File: src/rtl/program_counter_pkg.sv
// Shared constants for the ternary program counter: word width, trit codes, FSM states.
package program_counter_pkg;

    localparam int WORD_SIZE = 9;

    // Unbalanced trit codes, two bits per trit, trit 0 in the LSBs.
    localparam logic [1:0] TRIT_0       = 2'b00;
    localparam logic [1:0] TRIT_1       = 2'b01;
    localparam logic [1:0] TRIT_2       = 2'b10;
    localparam logic [1:0] TRIT_INVALID = 2'b11;

    typedef enum logic [1:0] {
        ST_IDLE    = 2'd0,
        ST_FETCH   = 2'd1,
        ST_EXECUTE = 2'd2,
        ST_HALTED  = 2'd3
    } pc_state_e;

endpackage

File: src/rtl/program_counter_if.sv
// Control/status bundle between the sequencer core and the program counter.
import program_counter_pkg::*;

interface program_counter_if #(
    parameter int WORD_SIZE = program_counter_pkg::WORD_SIZE
);
    logic                   start;
    logic                   stall;
    logic                   exec_done;
    logic                   halt;
    logic                   branch_taken;
    logic [2*WORD_SIZE-1:0] branch_target;
    logic [2*WORD_SIZE-1:0] pc;
    logic                   fetch_enable;
    logic                   halted;
    logic                   trit_error;

    modport master (
        output start, stall, exec_done, halt, branch_taken, branch_target,
        input  pc, fetch_enable, halted, trit_error
    );

    modport slave (
        input  start, stall, exec_done, halt, branch_taken, branch_target,
        output pc, fetch_enable, halted, trit_error
    );
endinterface

File: src/rtl/program_counter_ternary_incrementer.sv
// Combinational ternary +1, ripple carry from trit 0; all-2s wraps to all-0s with carry_out_o set.
// Zero latency, no handshake.
import program_counter_pkg::*;

module ternary_incrementer #(
    parameter int WORD_SIZE = program_counter_pkg::WORD_SIZE
) (
    input  logic [2*WORD_SIZE-1:0] value_i,
    output logic [2*WORD_SIZE-1:0] value_o,
    output logic                   carry_out_o
);

    logic       carry;
    logic [1:0] trit;

    always_comb begin
        value_o = value_i;
        carry   = 1'b1;
        trit    = TRIT_0;
        for (int i = 0; i < WORD_SIZE; i++) begin
            trit = value_i[2*i +: 2];
            if (carry) begin
                case (trit)
                    TRIT_0:  begin value_o[2*i +: 2] = TRIT_1; carry = 1'b0; end
                    TRIT_1:  begin value_o[2*i +: 2] = TRIT_2; carry = 1'b0; end
                    TRIT_2:  begin value_o[2*i +: 2] = TRIT_0; carry = 1'b1; end
                    default: begin value_o[2*i +: 2] = trit;   carry = 1'b0; end
                endcase
            end
        end
        carry_out_o = carry;
    end

endmodule

File: src/rtl/program_counter.sv
// Ternary program counter FSM (IDLE/FETCH/EXECUTE/HALTED); pc is registered and moves only on EXECUTE->FETCH.
// One-cycle state transitions; stall holds FETCH, exec_done gates EXECUTE.
import program_counter_pkg::*;

module program_counter #(
    parameter int WORD_SIZE = program_counter_pkg::WORD_SIZE
) (
    input  logic                    clock,
    input  logic                    reset_n,
    program_counter_if.slave        bus
);

    pc_state_e              state_q;
    logic [2*WORD_SIZE-1:0] pc_q;
    logic                   trit_error_q;

    logic [2*WORD_SIZE-1:0] pc_inc_d;
    logic                   inc_carry_unused;
    logic                   target_bad;

    ternary_incrementer #(.WORD_SIZE(WORD_SIZE)) u_inc (
        .value_i     (pc_q),
        .value_o     (pc_inc_d),
        .carry_out_o (inc_carry_unused)
    );

    always_comb begin
        target_bad = 1'b0;
        for (int i = 0; i < WORD_SIZE; i++) begin
            if (bus.branch_target[2*i +: 2] == TRIT_INVALID) target_bad = 1'b1;
        end
    end

    always_ff @(posedge clock or negedge reset_n) begin
        if (!reset_n) begin
            state_q      <= ST_IDLE;
            pc_q         <= '0;
            trit_error_q <= 1'b0;
        end else begin
            case (state_q)
                ST_IDLE: begin
                    if (bus.start) state_q <= ST_FETCH;
                end
                ST_FETCH: begin
                    if (!bus.stall) state_q <= ST_EXECUTE;
                end
                ST_EXECUTE: begin
                    if (bus.exec_done) begin
                        if (bus.halt) begin
                            state_q <= ST_HALTED;
                        end else if (bus.branch_taken) begin
                            // A corrupt target stops the core instead of jumping somewhere undefined.
                            if (target_bad) begin
                                trit_error_q <= 1'b1;
                                state_q      <= ST_HALTED;
                            end else begin
                                pc_q    <= bus.branch_target;
                                state_q <= ST_FETCH;
                            end
                        end else begin
                            pc_q    <= pc_inc_d;
                            state_q <= ST_FETCH;
                        end
                    end
                end
                default: state_q <= ST_HALTED;
            endcase
        end
    end

    assign bus.pc           = pc_q;
    assign bus.fetch_enable = (state_q == ST_FETCH);
    assign bus.halted       = (state_q == ST_HALTED);
    assign bus.trit_error   = trit_error_q;

endmodule

File: src/flat_wrapper.sv
// flat-port wrapper written by rule: the top's interface ports become plain ports
module program_counter_flat 
#(
    parameter int WORD_SIZE = program_counter_pkg::WORD_SIZE
)
  (clock, reset_n, bus_start, bus_stall, bus_exec_done, bus_halt, bus_branch_taken, bus_branch_target, bus_pc, bus_fetch_enable, bus_halted, bus_trit_error);
  program_counter_if #(.WORD_SIZE(WORD_SIZE)) bus_i ();
  input  logic clock;
  input  logic reset_n;
  input wire logic [$bits(bus_i.start)-1:0] bus_start;
  input wire logic [$bits(bus_i.stall)-1:0] bus_stall;
  input wire logic [$bits(bus_i.exec_done)-1:0] bus_exec_done;
  input wire logic [$bits(bus_i.halt)-1:0] bus_halt;
  input wire logic [$bits(bus_i.branch_taken)-1:0] bus_branch_taken;
  input wire logic [$bits(bus_i.branch_target)-1:0] bus_branch_target;
  output wire logic [$bits(bus_i.pc)-1:0] bus_pc;
  output wire logic [$bits(bus_i.fetch_enable)-1:0] bus_fetch_enable;
  output wire logic [$bits(bus_i.halted)-1:0] bus_halted;
  output wire logic [$bits(bus_i.trit_error)-1:0] bus_trit_error;
  assign bus_i.start = bus_start;
  assign bus_i.stall = bus_stall;
  assign bus_i.exec_done = bus_exec_done;
  assign bus_i.halt = bus_halt;
  assign bus_i.branch_taken = bus_branch_taken;
  assign bus_i.branch_target = bus_branch_target;
  assign bus_pc = bus_i.pc;
  assign bus_fetch_enable = bus_i.fetch_enable;
  assign bus_halted = bus_i.halted;
  assign bus_trit_error = bus_i.trit_error;
  program_counter #(.WORD_SIZE(WORD_SIZE)) u_core (.clock(clock), .reset_n(reset_n), .bus(bus_i));
endmodule
File: config.mk
export PLATFORM = sky130hd
export DESIGN_NAME = program_counter_flat
export DESIGN_NICKNAME = d
export VERILOG_FILES = /design/src/rtl/program_counter_pkg.sv /design/src/rtl/program_counter_if.sv /design/src/rtl/program_counter_ternary_incrementer.sv /design/src/rtl/program_counter.sv /design/src/flat_wrapper.sv
export SDC_FILE = /design/constraint.sdc
export NUM_CORES = 1
export LEC_CHECK = 0
export CAP_MARGIN = 20
export CORE_MARGIN = 2
export CORE_UTILIZATION = 52
export CTS_CLUSTER_DIAMETER = 150
export DETAILED_ROUTE_END_ITERATION = 7
export PLACE_DENSITY = 0.85
export SLEW_MARGIN = 20
export SYNTH_ARGS = -nofsm -noshare
export SYNTH_HDL_FRONTEND = slang
export SYNTH_SLANG_ARGS = --single-unit
export TNS_END_PERCENT = 50
File: constraint.sdc
create_clock -name clock -period 4.1 [get_ports clock]
set_clock_uncertainty 0.15 [all_clocks]
set_input_delay 0.615 -clock clock [delete_from_list [all_inputs] [get_ports clock]]
set_output_delay 0.615 -clock clock [all_outputs]
set_load 0.1 [all_outputs]
==> impl_metrics.json, run 1 <==
{
  "antennaDiodeCount": 0,
  "path_max_fanout": 7,
  "track_usage": 0.215,
  "hpwl_mm": 2.99,
  "initial_core_util": 0.551,
  "yosys_register_bits": 21,
  "cts_resized": 0,
  "place.gp.congestion": 0.853,
  "antenna_found_initial": 0,
  "synthTopCellsByArea": "dfrtp_1, ha_1, mux2i_1, a211oi_4, inv_1",
  "reg2reg_from": "u_core.state_q[0]",
  "syn_to_final_growth_pct": 30.1,
  "die_area_mm2": 0.00376,
  "seq_area_frac_synth": 0.307,
  "vdd_drop_max_uv": 248,
  "max_clock_freq_ghz": 0.347,
  "multi_input_area_mm2": 0.00107,
  "hold_path.class": "input port to async pin",
  "end_kind": "output pin",
  "yosysTopAreaCell": "dfrtp_1",
  "finalHoldViolCount": 0,
  "p_switching_w": 0.000390,
  "firstDrtPassIters": 4,
  "grt_pass1_vias": 1380,
  "dr_total_vias": 1341,
  "synthCells": 158,
  "critPathKind": "flip-flop to output pin",
  "cts.htree.levels": 1,
  "drive_gt1_frac": 0.0882,
  "setup_tns_ps": 0,
  "synth_area_mm2": 0.00171,
  "critPathRequiredTime_ps": 3340,
  "max_stage_delay_ps": 1160,
  "synthArstFlopShare": 1.00,
  "cts_setup_buffers": 0,
  "total_power_w": 0.000779,
  "cts_hold_buffers": 0,
  "yosys_warnings": 0,
  "ant_nets": 0,
  "fin_nets": 257,
  "die_h_um": 61.4,
  "layout_common_cells": "clkdlybuf4s50_1, ha_1, mux2i_1",
  "portBuffers": 45,
  "finalCritPeriodShare": 0.704,
  "grt-ovfl-total": 0,
  "path_clk_slew_ps": 120,
  "cts_tree": "done",
  "clk_latency_ps": 300,
  "switching_share": 0.501,
  "p_comb_frac": 0.541,
  "cp_cell_sequence": "nor2b_1, clkdlybuf4s50_1",
  "via_per_inst": 5.41,
  "slowest_stage": "clkdlybuf4s50_1",
  "cts.sinks": 21,
  "fin_crit_ps": 2890,
  "wl_mm": 3.78,
  "cp-start-kind": "flip-flop",
  "seq_area_um2": 526,
  "core_area_mm2": 0.00310,
  "rr_endpoint": "u_core.bus.pc[17]",
  "die_w_um": 61.4,
  "internal-power_w": 0.000388,
  "synth.avg_cell_area_um2": 10.8,
  "cellLeakagePower_nw": 0.985,
  "drt_iter0_markers": 33,
  "yosysTopAreaCellShare": 0.307,
  "p_seq_frac": 0.328,
  "final-setup-viol-count": 0,
  "synthDistinctLibCells": 37,
  "cts_root_buffer": "clkbuf_4",
  "maxCapViolCount": 0,
  "status": "finished, final reports clean",
  "arrival_ps": 2120,
  "cts_buffer_depth": 2,
  "grt_max_degree": 29,
  "rows": 20,
  "p_clk_frac": 0.131,
  "r2r_setup_slack_ps": 1900,
  "cts_buffers": 3,
  "syn_nets": 210,
  "fillCellCount": 256,
  "grt_pass1_wl_mm": 6.07,
  "ioPinCount": 46,
  "finalInstanceArea_mm2": 0.00222,
  "place_area_mm2": 0.00220,
  "synth-edff-count": 0,
  "ys.flop_type": "dfrtp_1",
  "slew_headroom": 0.344,
  "rsz0062_at_grt": "no",
  "crit_family": "buffers and inverters",
  "tightest_slew_ps": 981,
  "layout_commonest_cell": "clkdlybuf4s50_1",
  "wire_per_inst_um": 15.2,
  "power_per_cell_area_mw_per_mm2": 350,
  "maxSlewViolCount": 0,
  "drcViolationCount": 0,
  "reg2reg_depth": 4,
  "cp.buffers_inverters": 1
}
## through the flow
stage	setup slack (ps)	hold slack (ps)	utilization	cells
3_3_place_gp	1160	307	0.710	244
5_1_grt	1130	123	0.717	248
3_5_place_dp	1030	306	0.710	244
6_report	1210	99.0	0.717	248
2_1_floorplan	1540	169	-	158
4_1_cts	1220	333	0.719	248
## sequential cells by signal, indices dropped and copies added (netlist names)
register / flops
u_core.bus.pc: 18
u_core.state_q: 2
u_core.bus.trit_error: 1
## cell usage after synthesis (2+ instances only)
library cell and number:
ha_1 27, mux2i_1 26, dfrtp_1 21, inv_1 20
a21oi_1 9, nor2_1 8, a211oi_4 5, o21ai_0 4
a22oi_1 3, clkbuf_1 3, nand2_1 3, nor2b_1 2
nor3_1 2, nor3_2 2
## layout make-up
cell class	count	share of cell area
multi-input combinational	111	0.483
sequential	21	0.236
timing repair buffer	48	0.210
inverter	20	0.0337
tap	44	0.0247
clock buffer	4	0.0118
## metal layers
layer / track usage / vias to the layer above / routed length (µm)
met5: 0 / - / 0
met2: 0.395 / 31 / 1950
met4: 0.0547 / 0 / 38
li1: - / 651 / -
met1: 0.268 / 655 / 1640
met3: 0.0252 / 4 / 146
## cell families (layout without fill, tap and decap cells)
kind of cell             Yosys count  count (layout)  share of synthesized area
adder cells (fa/ha/maj)           27              27                      0.198
flip-flops                        21              21                      0.307
multiplexers                      26              26                      0.152
buffers and inverters             26              72                     0.0644
AND/OR/NAND/NOR                   24              24                     0.0863
AO/OA/AOI/OAI                     34              34                      0.192
## power by group through the flow
stage | clock network, W | registers (W) | logic, W
after floorplan | 0 | 0.000452 | 0.000112
after global placement | 0 | 0.000259 | 0.000413
after detailed placement | 0 | 0.000260 | 0.000422
after CTS | 0.000104 | 0.000256 | 0.000424
after global routing | 0.000118 | 0.000259 | 0.000446
final | 0.000102 | 0.000255 | 0.000421
## worst max-delay path by stage
stage	startpoint	end	slack [ps]	cells after the start
2_1_floorplan	u_core.state_q[0]	bus_fetch_enable	1540	1
3_3_place_gp	bus_branch_target[7]	u_core.bus.pc[15]	1160	6
3_5_place_dp	bus_branch_target[7]	u_core.bus.pc[15]	1030	6
4_1_cts	u_core.state_q[0]	bus_fetch_enable	1220	2
5_1_grt	u_core.state_q[0]	bus_fetch_enable	1130	2
6_report	u_core.state_q[0]	bus_fetch_enable	1210	2
No activity file was read; power rests on OpenSTA's default activity.
==> inputs of run 2 (changes only) <==
- CORE_UTILIZATION: 52 -> 44
- PLACE_DENSITY: 0.85 -> 0.77
- clock period: 4.1 -> 2.6 ns (I/O delays scaled with it)
==> run 2 against run 1 <==
Effect of this change:
- sequential power grew 60%
- final cell count is 3.2% higher
- utilization down 11 points
- global-route usage fell by 0.81 points
- routed wire length increased by 7.4%
- clock power up 120%
- power grew 66%
- hold slack improved by 220 ps
- sequential cell count unchanged
- critical endpoint is now u_core.bus.pc[10]
==> impl_metrics.json, run 2 (synthesized netlist as in run 1, its figures left out) <==
{
  "total_power_w": 0.00129,
  "fin_crit_ps": 2260,
  "path_max_fanout": 4,
  "core_area_mm2": 0.00369,
  "cts_buffers": 3,
  "portBuffers": 45,
  "crit_path_end": "u_core.bus.pc[10]",
  "cts_root_buffer": "clkbuf_8",
  "hold_path.class": "input port to async pin",
  "via_per_inst": 5.33,
  "slew_headroom": 0.481,
  "internal-power_w": 0.000649,
  "vdd_drop_max_uv": 381,
  "clk_latency_ps": 260,
  "r2r_setup_slack_ps": 340,
  "finalHoldViolCount": 0,
  "dp.cells": 252,
  "cts_buffer_depth": 2,
  "layout_commonest_cell": "buf_4",
  "critPathRequiredTime_ps": 2640,
  "reg2reg_from": "u_core.bus.pc[0]",
  "die_h_um": 66.3,
  "ant_nets": 0,
  "layout_common_cells": "buf_4, ha_1, mux2i_1",
  "wire_per_inst_um": 15.9,
  "dr_total_vias": 1365,
  "rows": 22,
  "cp-startpoint": "u_core.bus.pc[0]",
  "initial_core_util": 0.464,
  "maxCapViolCount": 0,
  "place.gp.congestion": 0.808,
  "setup_tns_ps": 0,
  "rr_endpoint": "u_core.bus.pc[10]",
  "cts_setup_buffers": 0,
  "fillCellCount": 323,
  "p_switching_w": 0.000644,
  "multi_input_area_mm2": 0.00107,
  "p_comb_frac": 0.509,
  "die_w_um": 66.3,
  "drcViolationCount": 0,
  "grt_pass1_vias": 1520,
  "p_seq_frac": 0.315,
  "cellLeakagePower_nw": 1.02,
  "p_clk_frac": 0.176,
  "hold_ws_ps": 319,
  "syn_to_final_growth_pct": 30.5,
  "grt-ovfl-total": 0,
  "finalWorstSetupSlack_ps": 336,
  "rsz0062_at_grt": "no",
  "tightest_slew_ps": 769,
  "cts_resized": 0,
  "reg2reg_depth": 6,
  "arrival_ps": 2310,
  "antenna_found_initial": 0,
  "switching_share": 0.498,
  "final-setup-viol-count": 0,
  "cts.sinks": 21,
  "cts_tree": "done",
  "largest_reg_flops": 18,
  "hpwl_mm": 3.27,
  "maxSlewViolCount": 0,
  "power_per_cell_area_mw_per_mm2": 579,
  "wl_mm": 4.06,
  "place_ws_ps": 63.1,
  "critPathKind": "flip-flop to flip-flop",
  "finalCritPeriodShare": 0.871,
  "seq_area_um2": 526,
  "drt_iter0_markers": 81,
  "drive_gt1_frac": 0.207,
  "max_clock_freq_ghz": 0.442,
  "cp-start-kind": "flip-flop",
  "end_kind": "flip-flop",
  "status": "finished, final reports clean",
  "fin_nets": 261,
  "grt_pass1_wl_mm": 6.97,
  "track_usage": 0.207,
  "die_area_mm2": 0.00440,
  "cts.htree.levels": 1,
  "final_cells": 256,
  "grt_max_degree": 22,
  "firstDrtPassIters": 4,
  "antennaDiodeCount": 0,
  "path_clk_slew_ps": 90,
  "cts_hold_buffers": 0,
  "ioPinCount": 46
}
[run 2: cell count changes in the layout (fill, tap and decap cells not counted)]
| cell | delta |
|---|---|
| clkbuf_1 | -1 |
| clkbuf_4 | -3 |
| buf_2 | -1 |
| clkbuf_8 | +3 |
| clkinv_2 | +1 |
| clkdlybuf4s50_1 | -20 |
| buf_4 | +25 |
[run 2: cell type report]
class                           count  area share
Multi-Input combinational cell    111       0.482
Sequential cell                    21       0.235
Timing Repair Buffer               52       0.202
Inverter                           20      0.0336
Tap cell                           48      0.0269
Clock buffer                        3      0.0185
Clock inverter                      1     0.00224
[run 2: worst min path at each step]
stage                                     start                    end  slack [ps]
after floorplan                         reset_n       u_core.bus.pc[0]         -60
after global placement    u_core.bus.trit_error  u_core.bus.trit_error         320
after detailed placement  u_core.bus.trit_error  u_core.bus.trit_error         330
after CTS                               reset_n       u_core.bus.pc[3]         330
after global routing                    reset_n       u_core.bus.pc[5]         350
final                                   reset_n       u_core.bus.pc[5]         320
[run 2: through the flow]
step                       util  area [µm²]
final                     0.605        2230
after global routing      0.605        2230
after CTS                 0.605        2230
after detailed placement  0.593        2190
after global placement    0.593        2190
after floorplan               -        1710
[run 2: worst max-delay path, stage by stage (launching register included)]
cell and delay [ps]:
dfrtp_1 430, inv_1 100, ha_1 250, and4_1 340, o311ai_0 310, a211oi_4 390
mux2i_1 210
[run 2: metal layers]
layer / routed length, µm / track usage
met5: 0 / 0
met4: 22 / 0.0612
met3: 176 / 0.0273
met2: 2090 / 0.355
met1: 1770 / 0.270
[run 2: power by group through the flow]
stage	clock network (W)	logic [W]	registers, W
2_1_floorplan	0	0.000177	0.000712
3_3_place_gp	0	0.000641	0.000408
3_5_place_dp	0	0.000658	0.000414
4_1_cts	0.000232	0.000659	0.000408
5_1_grt	0.000248	0.000699	0.000413
6_report	0.000228	0.000658	0.000407
==> inputs of run 3 (changes only) <==
- CORE_UTILIZATION: 44 -> 52
- MAX_ROUTING_LAYER: unset -> met4
- PLACE_DENSITY: 0.77 -> 0.85
- RECOVER_POWER: unset -> 50
- clock period: 2.6 -> 2.64 ns (I/O delays scaled with it)
==> run 3 against run 2 <==
Effect of this change:
- via count shrank 0.73%
- non-clock buffer count grew 1
- die area shrank 14%
- sequential share of layout area grew 0.60 points
- final cell count shrank 1.2%
- routed wire length shrank 3.7%
- register-to-register slack gained 90 ps
- first-iteration DRC count shrank 63%
- combinational power shrank 3.8%
- critical path type is now input port to flip-flop
- largest power group unchanged
==> impl_metrics.json, run 3 (synthesized netlist as in run 1, its figures left out) <==
{
  "layout_commonest_cell": "ha_1",
  "vdd_drop_max_uv": 351,
  "max_stage_delay_ps": 450,
  "hpwl_mm": 3.17,
  "end_kind": "flip-flop",
  "critPathKind": "input port to flip-flop",
  "place_area_mm2": 0.00219,
  "finalWorstSetupSlack_ps": 376,
  "power_per_cell_area_mw_per_mm2": 551,
  "critPathRequiredTime_ps": 2730,
  "drt_iter0_markers": 30,
  "status": "finished, final reports clean",
  "maxSlewViolCount": 0,
  "die_area_mm2": 0.00376,
  "via_per_inst": 5.36,
  "cellLeakagePower_nw": 0.980,
  "portBuffers": 45,
  "place_ws_ps": 33.7,
  "tightest_slew_ps": 1200,
  "fillCellCount": 263,
  "cts.sinks": 21,
  "cp.buffers_inverters": 2,
  "cp_cell_sequence": "clkdlybuf4s50_1, a222oi_1, a41oi_2, buf_4, a211oi_4, mux2i_1",
  "setup_tns_ps": 0,
  "path_max_fanout": 7,
  "largest_reg_flops": 18,
  "ant_nets": 0,
  "path_clk_slew_ps": 130,
  "layout_common_cells": "ha_1, mux2i_1, clkdlybuf4s50_1",
  "antenna_found_initial": 0,
  "wl_mm": 3.91,
  "top_layer_used": "met4",
  "core_area_mm2": 0.00310,
  "rsz0062_at_grt": "no",
  "cts_hold_buffers": 0,
  "drive_gt1_frac": 0.158,
  "p_clk_frac": 0.139,
  "maxCapViolCount": 0,
  "arrival_ps": 2350,
  "p_seq_frac": 0.333,
  "max_clock_freq_ghz": 0.442,
  "drcViolationCount": 0,
  "dr_wl_met3_um": 150,
  "initial_core_util": 0.551,
  "ioPinCount": 46,
  "wl_met2_mm": 2.14,
  "slowest_stage": "a222oi_1",
  "switching_share": 0.518,
  "grt-ovfl-total": 0,
  "antennaDiodeCount": 0,
  "place.gp.congestion": 0.865,
  "crit_family": "compound AO/OA/AOI/OAI gates",
  "wire_per_inst_um": 15.4,
  "p_comb_frac": 0.528,
  "firstDrtPassIters": 4,
  "fin_crit_ps": 2260,
  "fin_nets": 262,
  "cts_tree": "done",
  "cts_buffer_depth": 2,
  "finalCritPeriodShare": 0.858,
  "grt_max_degree": 22,
  "utilization": 0.702,
  "p_switching_w": 0.000622,
  "cp-start-kind": "input port",
  "internal-power_w": 0.000577,
  "clk_latency_ps": 310,
  "grt_pass1_vias": 1399,
  "cts_root_buffer": "clkbuf_4",
  "hold_path.class": "flip-flop to flip-flop",
  "final-setup-viol-count": 0,
  "rows": 20,
  "cts_buffers": 3,
  "dr_total_vias": 1355,
  "finalHoldViolCount": 0,
  "cts_resized": 0,
  "die_h_um": 61.4,
  "m1WireLength_mm": 1.59,
  "total_power_w": 0.00120,
  "slew_headroom": 0.199,
  "track_usage": 0.231,
  "grt_pass1_wl_mm": 6.20,
  "syn_to_final_growth_pct": 27.3,
  "finalInstanceArea_mm2": 0.00218,
  "cts_setup_buffers": 0,
  "die_w_um": 61.4,
  "cts.htree.levels": 1
}
==> run 3: changes by cell type in the layout (fill, tap and decap cells not counted), sizes merged <==
| cell | previous run | this run |
|---|---|---|
| clkbuf | 3 | 14 |
| buf | 28 | 19 |
| clkdlybuf4s50 | 24 | 22 |
| dlygate4sd3 | 0 | 2 |
| clkinv | 1 | 0 |
==> run 3: path summary, 6_finish.rpt <==
kind / from / end / slack [ps] / depth (start not counted)
min: u_core.bus.trit_error / u_core.bus.trit_error / 350 / 1
max reg2reg: u_core.bus.pc[0] / u_core.bus.pc[17] / 430 / 6
min in group asynchronous: reset_n / u_core.bus.pc[7] / 680 / 2
max: bus_branch_target[7] / u_core.bus.pc[7] / 380 / 6
max in group asynchronous: reset_n / u_core.state_q[0] / 950 / 2
min reg2reg: u_core.bus.trit_error / u_core.bus.trit_error / 350 / 1
==> run 3: worst register-to-register path: stages, from the launching register on <==
cell       delay (ps)
dfrtp_1           440
inv_1             100
ha_1              240
and4_1            350
a41oi_4           160
a2111oi_2         430
mux2i_1           260
==> run 3: power by group through the flow <==
stage          Sequential [W]  Clock [W]  Combinational, W
6_report             0.000399   0.000167          0.000633
5_1_grt              0.000405   0.000187          0.000670
4_1_cts              0.000399   0.000171          0.000652
3_5_place_dp         0.000406          0          0.000651
3_3_place_gp         0.000402          0          0.000630
2_1_floorplan        0.000701          0          0.000174
==> run 3: layout make-up <==
class | count | area (µm²) | area share
Tap cell | 44 | 55.1 | 0.0253
Timing Repair Buffer | 53 | 420 | 0.193
Clock buffer | 4 | 26.3 | 0.0121
Inverter | 20 | 75.1 | 0.0345
Multi-Input combinational cell | 111 | 1070 | 0.494
Sequential cell | 21 | 526 | 0.241
==> run 3: through the flow <==
| step | instances | hold slack [ps] |
|---|---|---|
| global placement | 249 | 322 |
| finish | 253 | 352 |
| floorplan | 158 | -49.6 |
| detailed placement | 249 | 324 |
| CTS | 253 | 276 |
| global route | 253 | 384 |
==> run 3: metal layers <==
layer,up-vias,GRT usage
li1,664,-
met1,659,0.263
met2,30,0.419
met3,2,0.0273
met4,0,0.0729
met5,-,-
